**config.mk**
```make
export PLATFORM = sky130hd
export DESIGN_NAME = seq_multiplier_flat
export DESIGN_NICKNAME = d
export VERILOG_FILES = /design/src/rtl/seq_multiplier_if.sv /design/src/rtl/seq_multiplier.sv /design/src/flat_wrapper.sv
export SDC_FILE = /design/constraint.sdc
export NUM_CORES = 1
export LEC_CHECK = 0
export CORE_UTILIZATION = 50
export CTS_CLUSTER_DIAMETER = 200
export DETAILED_ROUTE_END_ITERATION = 7
export PLACE_DENSITY = 0.74
export SKIP_LAST_GASP = 1
export SLEW_MARGIN = 10
export SYNTH_ARGS = -nofsm -noshare
export SYNTH_HDL_FRONTEND = slang
export SYNTH_SLANG_ARGS = --single-unit
```
**constraint.sdc**
```tcl
create_clock -name clk -period 4.85 [get_ports clk]
set_clock_uncertainty 0.1 [all_clocks]
set_input_delay 1.2125 -clock clk [delete_from_list [all_inputs] [get_ports clk]]
set_output_delay 1.2125 -clock clk [all_outputs]
set_load 0.01 [all_outputs]
```
**src/rtl/seq_multiplier_if.sv**
```systemverilog
// rtl/seq_multiplier_if.sv - operand/product handshake bundle for seq_multiplier
//
// Signals:
//   in_valid, in_ready      operand handshake (producer -> multiplier)
//   a, b, signed_mode       multiplicand, multiplier, two's-complement select
//   out_valid, out_ready    product handshake (multiplier -> consumer)
//   product                 2*WIDTH-bit result
//   busy                    operation in flight
// Modports: master = operand producer / product consumer, slave = multiplier.

interface seq_multiplier_if #(
  parameter int WIDTH = 8
);
  logic                 in_valid;
  logic                 in_ready;
  logic [WIDTH-1:0]     a;
  logic [WIDTH-1:0]     b;
  logic                 signed_mode;
  logic                 out_valid;
  logic                 out_ready;
  logic [2*WIDTH-1:0]   product;
  logic                 busy;

  modport master (
    output in_valid, a, b, signed_mode, out_ready,
    input  in_ready, out_valid, product, busy
  );

  modport slave (
    input  in_valid, a, b, signed_mode, out_ready,
    output in_ready, out_valid, product, busy
  );
endinterface

```
**src/rtl/seq_multiplier.sv**
```systemverilog
// rtl/seq_multiplier.sv - shift-and-add sequential multiplier, signed/unsigned
//
// Ports:
//   clk    rising-edge clock
//   rst_n  asynchronous active-low reset
//   bus    seq_multiplier_if.slave (operand handshake, product handshake, busy)
// One operand bit is consumed per RUN cycle, so a product appears WIDTH
// edges after the accept edge. Signed operands are folded to magnitudes on
// capture and the sign is reapplied when the product is loaded.

module seq_multiplier #(
  parameter int WIDTH = 8
) (
  input  logic             clk,
  input  logic             rst_n,
  seq_multiplier_if.slave  bus
);
  localparam int PW = 2 * WIDTH;
  localparam int CW = $clog2(WIDTH + 1);
  localparam logic [WIDTH-1:0] ONE_W = WIDTH'(1);
  localparam logic [PW-1:0]    ONE_P = PW'(1);
  localparam logic [CW-1:0]    LAST  = CW'(WIDTH - 1);

  typedef enum logic [1:0] {
    IDLE = 2'd0,
    RUN  = 2'd1,
    DONE = 2'd2
  } state_t;

  state_t            state;
  state_t            state_nxt;

  logic [PW-1:0]     mcand;
  logic [PW-1:0]     acc;
  logic [PW-1:0]     acc_sum;
  logic [PW-1:0]     product_q;
  logic [WIDTH-1:0]  mplier;
  logic [WIDTH-1:0]  a_mag;
  logic [WIDTH-1:0]  b_mag;
  logic [CW-1:0]     cnt;
  logic              neg;
  logic              accept;
  logic              last_step;

  assign accept    = bus.in_valid && (state == IDLE);
  assign last_step = (state == RUN) && (cnt == LAST);

  // The most negative value negates to itself in WIDTH bits, which read as
  // unsigned is exactly its magnitude 2^(WIDTH-1).
  always_comb begin
    a_mag = bus.a;
    b_mag = bus.b;
    if (bus.signed_mode && bus.a[WIDTH-1]) a_mag = ~bus.a + ONE_W;
    if (bus.signed_mode && bus.b[WIDTH-1]) b_mag = ~bus.b + ONE_W;
  end

  // Accumulator is 2*WIDTH wide and the shifted multiplicand never exceeds
  // it, so no carry can be lost.
  always_comb begin
    acc_sum = acc;
    if (mplier[0]) acc_sum = acc + mcand;
  end

  always_ff @(posedge clk or negedge rst_n) begin
    if (!rst_n) state <= IDLE;
    else        state <= state_nxt;
  end

  always_comb begin
    state_nxt = state;
    case (state)
      IDLE:    if (bus.in_valid)  state_nxt = RUN;
      RUN:     if (cnt == LAST)   state_nxt = DONE;
      DONE:    if (bus.out_ready) state_nxt = IDLE;
      default:                    state_nxt = IDLE;
    endcase
  end

  always_comb begin
    bus.in_ready  = (state == IDLE);
    bus.out_valid = (state == DONE);
    bus.busy      = (state != IDLE);
    bus.product   = product_q;
  end

  always_ff @(posedge clk or negedge rst_n) begin
    if (!rst_n) begin
      mcand     <= '0;
      mplier    <= '0;
      acc       <= '0;
      cnt       <= '0;
      neg       <= 1'b0;
      product_q <= '0;
    end else if (accept) begin
      mcand  <= {{WIDTH{1'b0}}, a_mag};
      mplier <= b_mag;
      acc    <= '0;
      cnt    <= '0;
      // A zero operand must not yield a negative zero.
      neg    <= bus.signed_mode && (bus.a[WIDTH-1] ^ bus.b[WIDTH-1]) &&
                (a_mag != '0) && (b_mag != '0);
    end else if (state == RUN) begin
      acc    <= acc_sum;
      mcand  <= mcand << 1;
      mplier <= mplier >> 1;
      if (last_step) begin
        cnt       <= '0;
        product_q <= neg ? (~acc_sum + ONE_P) : acc_sum;
      end else begin
        cnt <= cnt + CW'(1);
      end
    end
  end
endmodule

```
**src/flat_wrapper.sv**
```systemverilog
// flat-port wrapper written by rule: the top's interface ports become plain ports
module seq_multiplier_flat 
#(
  parameter int WIDTH = 8
)
  (clk, rst_n, bus_in_valid, bus_a, bus_b, bus_signed_mode, bus_out_ready, bus_in_ready, bus_out_valid, bus_product, bus_busy);
  seq_multiplier_if #(.WIDTH(WIDTH)) bus_i ();
  input  logic clk;
  input  logic rst_n;
  input wire logic [$bits(bus_i.in_valid)-1:0] bus_in_valid;
  input wire logic [$bits(bus_i.a)-1:0] bus_a;
  input wire logic [$bits(bus_i.b)-1:0] bus_b;
  input wire logic [$bits(bus_i.signed_mode)-1:0] bus_signed_mode;
  input wire logic [$bits(bus_i.out_ready)-1:0] bus_out_ready;
  output wire logic [$bits(bus_i.in_ready)-1:0] bus_in_ready;
  output wire logic [$bits(bus_i.out_valid)-1:0] bus_out_valid;
  output wire logic [$bits(bus_i.product)-1:0] bus_product;
  output wire logic [$bits(bus_i.busy)-1:0] bus_busy;
  assign bus_i.in_valid = bus_in_valid;
  assign bus_i.a = bus_a;
  assign bus_i.b = bus_b;
  assign bus_i.signed_mode = bus_signed_mode;
  assign bus_i.out_ready = bus_out_ready;
  assign bus_in_ready = bus_i.in_ready;
  assign bus_out_valid = bus_i.out_valid;
  assign bus_product = bus_i.product;
  assign bus_busy = bus_i.busy;
  seq_multiplier #(.WIDTH(WIDTH)) u_core (.clk(clk), .rst_n(rst_n), .bus(bus_i));
endmodule
```
==> flow_metrics.py <==
metrics = {
    "power": {
        "p_int_mw": 1.848,
        "p_per_area_nw_per_um2": 695.2,
        "combPwrFrac": 0.580,
        "power_frac_seq": 0.274,
        "p_sw_frac": 0.4557,
        "leakage_nw": 2.066,
        "power_mw": 3.395,
        "clockPowerShare": 0.146,
        "power_switching_mw": 1.547,
        "ir_drop_uv": 396.3,
    },
    "floorplanning": {
        "boundaryPins": 40,
        "die_area_um2": 8799,
        "die_w_um": 93.81,
        "core_area_um2": 8175,
        "die_h_um": 93.81,
        "num_rows": 33,
        "initial_utilization": 0.5155,
    },
    "timing": {
        "final.setup.tns_ps": 0,
        "period_share": 0.7155,
        "maxSlewViolCount": 0,
        "setup_viol": 0,
        "relSlewSlack": 0.3537,
        "hold_slack_ps": 379.5,
        "tightest_slew_ps": 965.9,
        "min_period_ps": 3470,
        "setup_slack_ps": 1380,
        "grt_setup_unrepaired": "false",
        "fmax_mhz": 288.2,
        "final_hold_viol_count": 0,
    },
    "global_routing": {
        "grt_max_degree": 47,
        "track_usage": 0.2310,
        "antenna_found_initial": 0,
        "grt-ovfl-total": 0,
        "grt_pass1_vias": 3562,
        "grt_pass1_wl_mm": 16.06,
    },
    "cts": {
        "numCtsBuffers": 9,
        "ctsRootBufferMaster": "clkbuf_8",
        "path_clk_slew_ps": 70,
        "cts_tree": "built",
        "cts.hold.buffers_added": 0,
        "post-cts-setup-buffer-count": 0,
        "clockBufferDepth": 2,
        "cts_sinks": 63,
        "insertion_delay_ps": 350,
        "htreeDepth": 3,
        "cts_resized": 0,
    },
    "yosys": {
        "async_flop_share": 1.000,
        "yosysMostFrequentCell": "nand2_1",
        "synthTopCellsByArea": "dfrtp_1, o21ai_0, nand2_1, ha_1, xnor2_1",
        "ys.warnings.count": 0,
        "seq_area_frac_synth": 0.3741,
        "yosys.cell_types.count": 65,
        "avgSynthCellArea_um2": 8.428,
        "synth_edf_count": 0,
        "postSynthCellCount": 500,
        "synth.top_cells.by_count": "nand2_1, o21ai_0, dfrtp_1",
        "synthFlopType": "dfrtp_1",
        "syn_area_um2": 4214,
        "yosysTopAreaCell": "dfrtp_1",
        "yosysTopAreaCellShare": 0.3741,
        "synth.net_count": 541,
        "synth-seq-cells": 63,
    },
    "flow_run": {
        "cap_violations": 0,
    },
    "setup_path": {
        "crit_slowest_cell": "or4_1",
        "start_kind": "flop",
        "crit_fanout": 6,
        "slowest_delay_ps": 480,
        "worstSetupPathType": "reg2reg",
        "crit_chain": "ha_1 -> fa_1 -> a211oi_2 -> nor4_1 -> nor3b_2 -> and4_1 -> nand4_2 -> o41a_1 -> or4_1 -> nand3_1",
        "endpoint_kind": "flop",
        "cp_data_arrival_time_ps": 3670,
        "crit_required_ps": 5050,
    },
    "outcome": {
        "status": "completed",
    },
    "place": {
        "dp_hpwl_mm": 6.640,
        "pre_cts_slack_ps": 1397,
        "dp_cells": 623,
        "port_buffers": 39,
        "place_congestion": 0.8295,
    },
    "route": {
        "vias_per_cell": 5.900,
        "drt_wl_total_mm": 9.204,
        "drtIter0Drc": 339,
        "vias": 3770,
        "drc": 0,
        "drtPass1Iterations": 6,
        "wire_per_inst_um": 14.40,
        "ant_nets": 0,
    },
    "layout": {
        "n_fill_cell": 748,
        "drive_above_1_share": 0.08052,
        "multi_input_area_um2": 2485,
        "fin_cells": 639,
        "seq_area_um2": 1577,
        "antenna_cells": 0,
        "area_growth_syn_to_layout_pct": 15.88,
        "fin_nets": 570,
    },
    "min_path": {
        "min_path_type": "reg2reg",
    },
}
[state kept, by name, indices dropped and copies added, names as in the netlist]
signal,count
u_core.neg,1
u_core.acc,16
u_core.state,2
u_core.cnt,4
u_core.bus.product,16
u_core.mplier,8
u_core.mcand,16
[worst max-delay path, delay by kind of cell (launching register included)]
kind / cells / cell delay, ps
compound gates: 2 / 850
fa+ha+maj: 2 / 670
flops: 1 / 400
simple gates: 6 / 1400
[power groups by stage]
| stage | clock [mW] | combinational, mW | sequential [mW] |
|---|---|---|---|
| 3_3_place_gp | 0 | 1.90 | 0.931 |
| 6_report | 0.497 | 1.97 | 0.930 |
| 4_1_cts | 0.503 | 1.96 | 0.930 |
| 3_5_place_dp | 0 | 1.95 | 0.938 |
| 5_1_grt | 0.525 | 2.21 | 0.961 |
| 2_1_floorplan | 0 | 1.48 | 0.901 |
[worst paths after layout]
| check | endpoint | slack, ps | cells past startpoint | start |
|---|---|---|---|---|
| setup / recovery | u_core.bus.product[14] | 1380 | 10 | u_core.acc[0] |
| hold / removal | u_core.bus.product[10] | 380 | 2 | u_core.bus.product[10] |
| setup reg to reg | u_core.bus.product[14] | 1380 | 10 | u_core.acc[0] |
| hold reg to reg | u_core.bus.product[10] | 380 | 2 | u_core.bus.product[10] |
| max in group asynchronous | u_core.acc[12] | 2990 | 2 | rst_n |
| min in group asynchronous | u_core.bus.product[3] | 770 | 1 | rst_n |
[cells by family (layout without fill, tap and decap cells)]
| family | count (synthesis) | count (layout) | share of synthesized area |
|---|---|---|---|
| compound gates | 155 | 155 | 0.2420 |
| xor+xnor | 25 | 25 | 0.05196 |
| fa+ha+maj | 20 | 20 | 0.06116 |
| buf+inv | 41 | 75 | 0.03682 |
| flops | 63 | 63 | 0.3741 |
| mux | 3 | 3 | 0.007126 |
| simple gates | 193 | 193 | 0.2268 |
[layout by cell type (no fill, tap or decap), types with 7 or more instances in the layout]
master,synthesis,final
clkdlybuf4s50_1,0,38
o21ai_0,64,64
ha_1,19,19
a21oi_1,18,18
nor2_1,27,27
and3_1,7,7
dfrtp_1,63,63
a22oi_1,13,13
nand2b_1,7,7
clkbuf_8,0,9
nand2_1,75,75
nand3_1,29,29
xnor2_1,20,20
nor3_1,13,13
inv_1,14,14
[area by class of cell]
| class | instances | area share |
|---|---|---|
| Multi-Input combinational cell | 396 | 0.5088 |
| Sequential cell | 63 | 0.3228 |
| Timing Repair Buffer | 44 | 0.08660 |
| Tap cell | 105 | 0.02690 |
| Clock buffer | 9 | 0.02537 |
| Clock inverter | 7 | 0.01793 |
| Inverter | 15 | 0.01153 |
[metal layers]
metal | wire, um | share of wire | up-vias | global-route usage
met3 | 465 | 0.051 | 18 | 0.03803
met5 | 0 | 0 | - | 0
met1 | 4456 | 0.48 | 1732 | 0.3118
li1 | - | - | 1886 | -
met2 | 4109 | 0.45 | 134 | 0.3644
met4 | 172 | 0.019 | 0 | 0.1013
[metrics by stage]
stage	area (um^2)	util
after floorplan	4214	-
after global placement	4672	0.5715
after detailed placement	4672	0.5715
after CTS	4883	0.5973
after global routing	4883	0.5973
final	4883	0.5973
(Power assumes the default switching activity.)
